$ cat src/rtl/ooo_pipe_pkg.sv
// Shared constants and types for the out-of-order core pipeline stages.
package ooo_pipe_pkg;

  localparam int PIPE_W = 151;

  typedef enum logic [1:0] {
    EMPTY = 2'd0,
    ONE   = 2'd1,
    FULL  = 2'd2
  } skid_state_t;

endpackage

$ cat src/rtl/en_reg_bank.sv
// WIDTH-bit payload register with load enable and asynchronous active-low clear.
module en_reg_bank
  import ooo_pipe_pkg::*;
#(
  parameter int WIDTH = PIPE_W
) (
  input  logic             clk,
  input  logic             reset,
  input  logic             en,
  input  logic [WIDTH-1:0] d,
  output logic [WIDTH-1:0] q
);

  // Payload storage: cleared by reset, loaded only when enabled.
  always_ff @(posedge clk or negedge reset) begin
    if (!reset) begin
      q <= {WIDTH{1'b0}};
    end else if (en) begin
      q <= d;
    end
  end

endmodule

$ cat src/rtl/pipe_skid_stage.sv
// Two-entry elastic pipeline stage (main + skid) with fully registered outputs
// and synchronous flush; handshake outputs decode only the occupancy state.
module pipe_skid_stage
  import ooo_pipe_pkg::*;
#(
  parameter int WIDTH = PIPE_W
) (
  input  logic             clk,
  input  logic             reset,
  input  logic             flush,
  input  logic             in_valid,
  output logic             in_ready,
  input  logic [WIDTH-1:0] in_data,
  output logic             out_valid,
  input  logic             out_ready,
  output logic [WIDTH-1:0] out_data
);

  skid_state_t      state_r;
  skid_state_t      fsm_nxt_s;
  skid_state_t      state_nxt_s;
  logic             in_fire_s;
  logic             out_fire_s;
  logic             main_load_s;
  logic             skid_load_s;
  logic             main_from_skid_s;
  logic             main_en_s;
  logic             skid_en_s;
  logic [WIDTH-1:0] main_d_s;
  logic [WIDTH-1:0] skid_q_s;

  assign in_ready   = (state_r != FULL);
  assign out_valid  = (state_r != EMPTY);
  assign in_fire_s  = in_valid & in_ready;
  assign out_fire_s = out_valid & out_ready;

  // Occupancy next-state and data-load decisions.
  always_comb begin
    fsm_nxt_s        = state_r;
    main_load_s      = 1'b0;
    skid_load_s      = 1'b0;
    main_from_skid_s = 1'b0;
    case (state_r)
      EMPTY: begin
        if (in_fire_s) begin
          fsm_nxt_s   = ONE;
          main_load_s = 1'b1;
        end else begin
          fsm_nxt_s = EMPTY;
        end
      end
      ONE: begin
        if (in_fire_s && out_fire_s) begin
          fsm_nxt_s   = ONE;
          main_load_s = 1'b1;
        end else if (in_fire_s) begin
          fsm_nxt_s   = FULL;
          skid_load_s = 1'b1;
        end else if (out_fire_s) begin
          fsm_nxt_s = EMPTY;
        end else begin
          fsm_nxt_s = ONE;
        end
      end
      FULL: begin
        if (out_fire_s) begin
          fsm_nxt_s        = ONE;
          main_load_s      = 1'b1;
          main_from_skid_s = 1'b1;
        end else begin
          fsm_nxt_s = FULL;
        end
      end
      default: begin
        fsm_nxt_s = EMPTY;
      end
    endcase
  end

  // Flush kills all entries; suppressing the loads keeps a dropped payload out of main.
  assign state_nxt_s = flush ? EMPTY : fsm_nxt_s;
  assign main_en_s   = main_load_s & ~flush;
  assign skid_en_s   = skid_load_s & ~flush;
  assign main_d_s    = main_from_skid_s ? skid_q_s : in_data;

  // Occupancy state register.
  always_ff @(posedge clk or negedge reset) begin
    if (!reset) begin
      state_r <= EMPTY;
    end else begin
      state_r <= state_nxt_s;
    end
  end

  en_reg_bank #(.WIDTH(WIDTH)) u_main (
    .clk   (clk),
    .reset (reset),
    .en    (main_en_s),
    .d     (main_d_s),
    .q     (out_data)
  );

  en_reg_bank #(.WIDTH(WIDTH)) u_skid (
    .clk   (clk),
    .reset (reset),
    .en    (skid_en_s),
    .d     (in_data),
    .q     (skid_q_s)
  );

endmodule

$ cat config.mk
export PLATFORM = sky130hd
export DESIGN_NAME = pipe_skid_stage
export DESIGN_NICKNAME = d
export VERILOG_FILES = /design/src/rtl/ooo_pipe_pkg.sv /design/src/rtl/en_reg_bank.sv /design/src/rtl/pipe_skid_stage.sv
export SDC_FILE = /design/constraint.sdc
export NUM_CORES = 1
export LEC_CHECK = 0
export ABC_CLOCK_PERIOD_IN_PS = 3300
export CAP_MARGIN = 10
export CORE_MARGIN = 1
export CORE_UTILIZATION = 45
export DETAILED_ROUTE_END_ITERATION = 8
export PLACE_DENSITY = 0.73
export SYNTH_ARGS = -nofsm -noshare
export SYNTH_HDL_FRONTEND = slang
export SYNTH_HIERARCHICAL = 1
export SYNTH_SLANG_ARGS = --single-unit
$ cat constraint.sdc
create_clock -name clk -period 3.3 [get_ports clk]
set_clock_uncertainty 0.1 [all_clocks]
set_input_delay 0.66 -clock clk [delete_from_list [all_inputs] [get_ports clk]]
set_output_delay 0.66 -clock clk [all_outputs]
set_load 0.03 [all_outputs]
# --- Yosys cells after proc, flatten, opt, wreduce, memory -nomap -nowiden ---
# Index checks and enable logic that the tools add are counted.
op_classes:
  eq_ne: 3
  muxes: 15
  n_bitwise: 5
  n_reduce_logical: 3
ops:
  columns: ["operator", "count"]
  rows:
  - ["151-bit two-way mux", 1]
  - ["1-bit two-way mux", 8]
  - ["2-bit two-way mux", 4]
  - ["2-bit one-hot mux with 3 select lines", 1]
  - ["1-bit bitwise AND", 4]
  - ["1-bit one-hot mux with 3 select lines", 1]
  - ["2-bit by 1-bit == test with 1-bit output, second input constant", 1]
  - ["2-bit == test, second input constant", 1]
  - ["2-bit zero test", 1]
  - ["2-bit inequality test, second input constant", 1]
  - ["2-bit nonzero test", 1]
  - ["1-bit logical AND", 1]
  - ["1-bit NOT", 1]
word_totals:
  register_bits: 304
  in_bits: 156
  word_cells: 29

# --- Depth between registers and ports, before layout ---
# Gate-level depths: netlist of the first run.
logic_depth:
  depth_word: 7
  depth_mapped: 10
  ltp_nobuf: 6

# --- Modules after synthesis ---
# Netlist of the first run, hierarchy kept.
modules_own_cells:
  columns: ["mod", "n_inst", "cells_each", "area_each_um2", "seq_area_each_um2"]
  rows:
  - ["en_reg_bank", 2, 319, 5970.7, 3778.6]
  - ["pipe_skid_stage", 1, 189, 2299.7, 50.0]

# --- Worst setup path before layout of the first run ---
# OpenSTA, ideal clock, no wires.
synth_timing:
  path_kind: "flip-flop to flip-flop"
  startpoint: "register state_r[0]"
  endpoint: "register u_main.q[100]"
  setup_time_ps: 125
  t_arrival_ps: 2104
  required_time_ps: 3075
  slack_ps: 971
  stages_incl_launch_ff: 11
  path_buffers: 4
  cell_sequence: "dfrtp_1 buf_6 nand2b_1 and2_1 ha_1 mux2i_1 o22ai_1 buf_6 buf_6 buf_6 mux2_4"
synth_between:
  elab_chain_len: 6
  word_cells_on_any_way: 15
synth_lines:
  columns: ["element", "line_no", "text"]
  rows:
  - ["start, declared", "pipe_skid_stage.sv:19", "skid_state_t state_r;"]
  - ["start signal, assigned", "pipe_skid_stage.sv:91", "state_r <= state_nxt_s;"]
  - ["2-bit inequality test *", "pipe_skid_stage.sv:32", "assign in_ready = (state_r != FULL);"]
  - ["named net in_ready", "pipe_skid_stage.sv:12", "output logic in_ready,"]
  - ["1-bit bitwise AND *", "pipe_skid_stage.sv:34", "assign in_fire_s = in_valid & in_ready;"]
  - ["1-bit logical AND", "pipe_skid_stage.sv:53", "if (in_fire_s && out_fire_s) begin"]
  - ["1-bit two-way mux", "pipe_skid_stage.sv:53", null]
  - ["1-bit one-hot mux with 3 select lines *", "pipe_skid_stage.sv:43", "case (state_r)"]
  - ["1-bit bitwise AND *", "pipe_skid_stage.sv:82", "assign main_en_s = main_load_s & ~flush;"]
  - ["named net main_en_s", "pipe_skid_stage.sv:27", "logic main_en_s;"]
  - ["end signal, assigned", "en_reg_bank.sv:17", "q <= {WIDTH{1'b0}};"]
  - ["end, declared", "en_reg_bank.sv:11", "output logic [WIDTH-1:0] q"]
# Mark *: on every way through the listed nets, which the timed path passes. The rest lies on a longest branch.
# A chain may end at the register's enable or synchronous reset.

# --- Final worst setup path of the first run ---
layout_timing:
  startpoint: "register state_r[1]"
  endpoint: "output out_valid"
layout_between:
  elab_chain_len: 1
layout_lines:
  columns: ["element", "line_no", "text"]
  rows:
  - ["2-bit nonzero test", "pipe_skid_stage.sv:33", "assign out_valid = (state_r != EMPTY);"]
  - ["end, declared", "pipe_skid_stage.sv:14", "output logic out_valid,"]
# Every way passes these cells.

==> metrics.md, run 1 <==
| Metric | Value |
|---|---|
| IO Count | `just over 300` |
| Crit-path leading delay family | `buffers and inverters` |
| Least-Margin Pin Slew | `around 0.61 ns` |
| Relative slew slack | `0.591` |
| Worst path depth | `2` |
| Outcome | `finished, violations left` |
| Final std cells w/o fill | `about 1,600` |
| Die Span X | `about 180 um` |
| Initial antenna violation count | `0` |
| Tmin final | `between 2 and 3 ns` |
| Total gr overflow | `0` |
| Post-cts resize count | `0` |
| Worst path max stage delay | `0.61 ns` |
| CTS tree | `done` |
| Ys async rst share | `1.00` |
| Initial DRC Count | `between 300 and 400` |
| Max Cap Violations | `0` |
| Final WL | `around 30,000 um` |
| Starting Density | `0.462` |
| Crit-path max FO | `6` |
| Failing checks | `design-rule violations` |
| Post-layout util | `0.615` |
| Clock Latency Late Sink | `approximately 0.50 ns` |
| CTS max path bufs | `3` |
| First-pass GRT wire length | `about 50,000 um` |
| Detail Route Antenna Nets | `0` |
| Vias in the first global route | `between 8,000 and 9,000` |
| Nets | `between 1,000 and 1,500` |
| Overall power | `between 10 and 15 mW` |
| Max Transition Viols Final | `0` |
| Seq/Total Area, Yosys | `0.534` |
| Number of flops mapped to enable cells by yosys | `0` |
| Synth-to-Final Area Change | `33.0%` |
| Mean Syn Cell Area | `approximately 17 um^2` |
| Largest net degree at the start of global routing | `83` |
| HP Class | `input port to asynchronous set/reset pin` |
| Die Y | `roughly 180 um` |
| WP buf/inv | `1` |
| Setup TNS | `0 ns` |
| GRT Total Usage | `0.193` |
| Reg clk slew, reported paths | `about 0.06 ns` |
| Clock root buffer master | `clkbuf_16` |
| Synthesized flop and latch total | `304` |
| H-tree depth | `2` |
| Vias | `just under 8,000` |
| Crit end category | `primary output` |
| Peak supply drop | `428 uV` |
| RSZ-0062 raised after global routing | `no` |
| Final HPWL DP | `a little over 20,000 um` |
| Post-synth top area cell | `dfrtp_1` |
| Final setup fails | `0` |
| Most frequent cell after synthesis | `dfrtp_1` |
| Gate Count Post-Synth | `~830` |
| Post-synth top cells | `dfrtp_1, mux2_4, mux2_2, buf_6, buf_2` |
| Critical path, cell by cell | `or2_2, clkdlybuf4s50_1` |
| Yosys warnings | `6` |
| Leak | `~8.4 nW` |
| Post-Place Cells | `1,503` |
| Avg Vias per Cell | `5.07` |
| Die area | `~32,000 um^2` |
| Pwr dens | `744 nW/um^2` |
| Crit path DAT | `roughly 1.9 ns` |
| Core area | `between 30,000 and 40,000 um^2` |
| Mapped Area | `around 14,000 um^2` |
| Synth unique cells | `17` |
| CP max-delay cell | `clkdlybuf4s50_1` |
| WL per Instance | `between 15 and 20 um` |
| Ratio of cells with drive above 1 in the final layout | `0.461` |
| Hold_buf cts | `0` |
| Final Hold Viols | `0` |
| DRC errors left | `23` |
| Setup Buffers After CTS | `0` |
| DR pass1 iterations | `9` |
| Req. time, crit path | `2.54 ns` |
| Fill cells | `approximately 2,300` |
| Port-buffer cells | `slightly above 300` |
| CTS Sinks | `roughly 300` |
| CTS Buf Count | `35` |
| Register-to-Register Path Depth | `8` |
| CP Launch Type | `register` |
| Post-Syn Nets | `985` |
| Period utilization | `0.811` |
| Yosys top cell area share | `0.534` |
| Setup CP Type | `register to primary output` |
| RePlAce Congestion | `between 0.7 and 0.8` |
| Row cnt | `between 60 and 70` |
| Top cells by area in the synthesized netlist | `dfrtp_1, mux2_4, mux2_2` |
| Ant. Diodes | `0` |
| Max Fclk | `374 MHz` |
| Top_reg_cell synth | `dfrtp_1` |
==> cell type report <==
| type | count | area (um^2) | area share |
|---|---|---|---|
| Sequential cell | 304 | 7610 | 0.402 |
| Multi-Input combinational cell | 471 | 6190 | 0.327 |
| Timing Repair Buffer | 332 | 3460 | 0.182 |
| Clock buffer | 56 | 1120 | 0.0590 |
| Tap cell | 396 | 495 | 0.0262 |
| Clock inverter | 5 | 75.1 | 0.00396 |
==> path summary, 6_finish.rpt <==
kind / start / to / slack, ns
min reg2reg: u_skid/q[33]$_DFFE_PN0P_ / u_skid/q[33]$_DFFE_PN0P_ / 0.40
max in group asynchronous: reset / u_skid/q[27]$_DFFE_PN0P_ / 2.22
max reg2reg: state_r[1]$_DFF_PN0_ / u_main/q[114]$_DFFE_PN0P_ / 0.81
min in group clk: u_skid/q[33]$_DFFE_PN0P_ / u_skid/q[33]$_DFFE_PN0P_ / 0.40
min: reset / u_skid/q[136]$_DFFE_PN0P_ / 0.05
max: state_r[1]$_DFF_PN0_ / out_valid / 0.63
==> metal layers <==
layer / GRT usage / share of wire / up-vias
met5: 0 / 0 / -
met4: 0.0493 / 0.021 / 0
met3: 0.0750 / 0.11 / 46
met2: 0.290 / 0.44 / 250
met1: 0.259 / 0.43 / 4034
li1: - / - / 3604
==> logic make-up after synthesis <==
family	count (synthesis)	synth area share
flip-flops	304	0.534
AND/OR/NAND/NOR	11	0.00554
buffers and inverters	52	0.0323
multiplexers	455	0.425
AO/OA/AOI/OAI	3	0.00123
adder cells (fa/ha/maj)	2	0.00176
==> worst register-to-register path: cells and delay by family, from the launching register on <==
kind | cells | cell delay (ns)
buffers and inverters | 2 | 0.43
AOI/OAI and AO/OA | 1 | 0.13
adders and majority gates | 1 | 0.17
muxes | 2 | 0.57
and+or+nand+nor | 2 | 0.51
DFF | 1 | 0.45
==> where the power goes <==
group          internal [mW]  switching, mW  total [mW]
clock network           2.46           1.49        3.96
logic                   2.55           1.96        4.51
registers               4.95          0.669        5.62
==> through the flow <==
stage | setup WS (ns) | area [um^2] | hold slack (ns)
3_3_place_gp | 0.380 | 17800 | 0.385
6_report | 0.625 | 18900 | 0.0492
5_1_grt | 0.531 | 18900 | 0.0727
3_5_place_dp | 0.348 | 17800 | 0.391
2_1_floorplan | 0.971 | 14200 | 0.264
4_1_cts | 0.594 | 18900 | 0.0531
==> flip-flops by register name (all words and copies together) (netlist names) <==
signal / flops
u_main/q: 151
state_r: 2
u_skid/q: 151
==> cell usage in the layout, fill, tap and decap left out, drive strengths merged, types with 2 or more instances in the layout <==
| cell | count |
|---|---|
| nand3b | 2 |
| nand2 | 2 |
| or2 | 2 |
| bufinv | 2 |
| clkdlybuf4s50 | 307 |
| buf | 25 |
| ha | 2 |
| o22ai | 2 |
| clkbuf | 56 |
| dfrtp | 304 |
| clkinv | 3 |
| mux2 | 453 |
| and2 | 2 |
| mux2i | 2 |
(Power assumes the default switching activity.)
==> run 2: changes to the inputs <==
- ABC_CLOCK_PERIOD_IN_PS: 3300 -> 2500
- clock period: 3.3 -> 2.5 ns (I/O delays scaled with it)
==> metrics.md, run 2 (synthesis gave the netlist of run 1 again) <==
| Metric | Value |
|---|---|
| Critical path, cell by cell | `or2_2, and2_1, ha_1, mux2i_1, o22ai_4, buf_12, buf_12, mux2_4` |
| Setup TNS | `0 ns (unchanged)` |
| Final WL | `31,500 um (+2.9%)` |
| Nets | `1,345 (+3.3%)` |
| Fill cells | `2,242 (-2.3%)` |
| Least-Margin Pin Slew | `0.529 ns (-0.0849 ns)` |
| Vias | `8,092 (+2.0%)` |
| Relative slew slack | `0.647 (+0.0566)` |
| Register-to-Register Path Depth | `8 (unchanged)` |
| Commonest non-fill, non-tap cell in the layout | `clkdlybuf4s50_1` |
| Core area | `30,800 um^2 (unchanged)` |
| HP Class | `register to register` |
| Total gr overflow | `0 (unchanged)` |
| First-pass GRT wire length | `50,700 um (+1.4%)` |
| Detail Route Antenna Nets | `0 (unchanged)` |
| Leak | `8.68 nW (+3.0%)` |
| RePlAce Congestion | `0.776 (+5.2%)` |
| Sw power | `5.47 mW (+33%)` |
| Req. time, crit path | `2.79 ns (+0.25 ns)` |
| Max Fclk | `between 400 and 500 MHz` |
| CTS max path bufs | `3 (unchanged)` |
| H-tree depth | `2 (unchanged)` |
| Initial DRC Count | `301 (-2.0%)` |
| CTS Buf Count | `34 (-2.9%)` |
| Outcome | `finished, violations left` |
| Die Y | `180 um (unchanged)` |
| Die Span X | `180 um (unchanged)` |
| Layout Cell Area excl Fill | `19,400 um^2 (+2.5%)` |
| Switching Fraction | `0.295 (+0.00206)` |
| Peak supply drop | `771 uV (+80%)` |
| Worst hold path depth | `1` |
| WL per Instance | `19.6 um (+0.19%)` |
| Largest net degree at the start of global routing | `60 (-28%)` |
| Failing checks | `design-rule violations` |
| Worst path max stage delay | `0.42 ns (-0.19 ns)` |
| Clock Latency Late Sink | `0.50 ns (about the same)` |
| DR pass1 iterations | `6 (-3)` |
| Final setup fails | `0 (unchanged)` |
| Comb pwr share | `0.323 (+0.003)` |
| Most frequent cells in the layout | `clkdlybuf4s50_1, dfrtp_1, mux2_4` |
| Flop pwr share | `0.402 (+0.003)` |
| R2r startpoint | `state_r[0]$_DFF_PN0_` |
| Crit Reg-Reg Endpoint | `u_main/q[103]$_DFFE_PN0P_` |
| Pwr dens | `957 nW/um^2 (+29%)` |
| Max Transition Viols Final | `0 (unchanged)` |
| Die area | `32,400 um^2 (unchanged)` |
| Avg Vias per Cell | `5.04 (-0.68%)` |
| CP max-delay cell | `dfrtp_1` |
| Vias in the first global route | `9,013 (+1.5%)` |
| Hold_sp | `u_skid/q[51]$_DFFE_PN0P_` |
| Crit path DAT | `2.70 ns (+0.79 ns)` |
| RSZ-0062 raised after global routing | `no` |
| Max Cap Violations | `0 (unchanged)` |
| Final Hold Viols | `0 (unchanged)` |
| Min-Delay Endpoint | `u_skid/q[51]$_DFFE_PN0P_` |
| Port-buffer cells | `308 (unchanged)` |
| Final HPWL DP | `21,900 um (+7.6%)` |
| Cell-internal power | `13.1 mW (+31%)` |
| Crit end category | `register` |
| DRC errors left | `23 (unchanged)` |
| CTS tree | `done` |
| GRT Total Usage | `0.197 (+0.00402)` |
| Reg clk slew, reported paths | `0.06 ns (about the same)` |
| Initial antenna violation count | `0 (unchanged)` |
| Clock root buffer master | `clkbuf_16` |
| Dpl cell area | `18,300 um^2 (+2.9%)` |
| Synth-to-Final Area Change | `36.4%` |
| Ant. Diodes | `0 (unchanged)` |
| CP dominant cell by count | `buf_12` |
| CP Launch Type | `register` |
| IO Count | `309 (unchanged)` |
| CTS Sinks | `304 (unchanged)` |
| Crit-path max FO | `18 (+12)` |
| Tmin final | `roughly 2.4 ns` |
| Row cnt | `64 (unchanged)` |
| Ratio of cells with drive above 1 in the final layout | `0.477 (+0.0162)` |
| R2R setup slack | `0.09 ns (-0.72 ns)` |
| Setup Buffers After CTS | `0 (unchanged)` |
| Period utilization | `0.965` |
| Setup CP Type | `register to register` |
| Overall power | `18.6 mW (+32%)` |
| Largest registers | `u_main/q x151, u_skid/q x151, state_r x2` |
| Starting Density | `0.462 (unchanged)` |
| Clock power frac | `0.274 (-0.007)` |
## run 2: cell types whose count changed in the layout (fill, tap and decap cells not counted), sizes merged
cell           delta
buf              +43
clkbuf            -2
clkdlybuf4s50     -2
clkinv            -1
clkinvlp          +1
dlygate4sd2       +1
dlygate4sd3       +1
dlymetal6s2s      +1
## run 2: layer usage
layer	vias to the layer above	GRT usage	part of all wire
li1	3679	-	-
met1	4116	0.266	0.45
met2	253	0.307	0.45
met3	44	0.0610	0.078
met4	0	0.0500	0.020
met5	-	0	0
## run 2: power by group through the flow
stage               logic (mW)  registers, mW  clock network (mW)
floorplan                 2.47           8.63                   0
global placement          5.92           7.46                   0
detailed placement        6.03           7.51                   0
CTS                       6.06           7.49                5.23
global route              6.31           7.67                5.42
finish                    6.01           7.47                5.09
## run 2: worst max-delay path, delay by kind of cell (launching register included)
| family | cells | cell delay [ns] |
|---|---|---|
| mux | 2 | 0.57 |
| buf+inv | 2 | 0.36 |
| compound gates | 1 | 0.14 |
| flops | 1 | 0.42 |
| fa+ha+maj | 1 | 0.18 |
| simple gates | 2 | 0.51 |
## run 2: layout make-up
type | count | area (um^2) | share of cell area
flip-flops and latches | 304 | 7610 | 0.392
repair buffers | 376 | 3980 | 0.205
well taps | 396 | 495 | 0.0255
clock inverters | 5 | 77.6 | 0.00399
multi-input cells | 471 | 6190 | 0.319
clock buffers | 54 | 1070 | 0.0551
## run 2: timing repair
item,in CTS,in global routing
setup endpoints to repair,1,1
hold buffers,1,0
endpoints found under the hold margin,47,0
gates cloned,0,0
resized for setup,1,1
## run 2: worst max path at each step
stage                     slack, ns            startpoint                   endpoint
after floorplan                0.17  state_r[0]$_DFF_PN0_  u_main/q[100]$_DFFE_PN0P_
after global placement        -0.08              in_valid  u_main/q[100]$_DFFE_PN0P_
after detailed placement      -0.15              in_valid  u_main/q[103]$_DFFE_PN0P_
after CTS                      0.05  state_r[1]$_DFF_PN0_                   in_ready
after global routing           0.02  state_r[0]$_DFF_PN0_  u_main/q[101]$_DFFE_PN0P_
final                          0.09  state_r[0]$_DFF_PN0_  u_main/q[103]$_DFFE_PN0P_
## run 2: stage by stage
| stage | utilization | hold WS (ns) | setup WS [ns] | instances |
|---|---|---|---|---|
| after floorplan | - | 0.104 | 0.171 | 827 |
| after global placement | 0.592 | 0.385 | -0.0761 | 1546 |
| after detailed placement | 0.592 | 0.392 | -0.149 | 1546 |
| after CTS | 0.630 | 0.405 | 0.0542 | 1606 |
| after global routing | 0.630 | 0.409 | 0.0154 | 1606 |
| final | 0.630 | 0.402 | 0.0884 | 1606 |
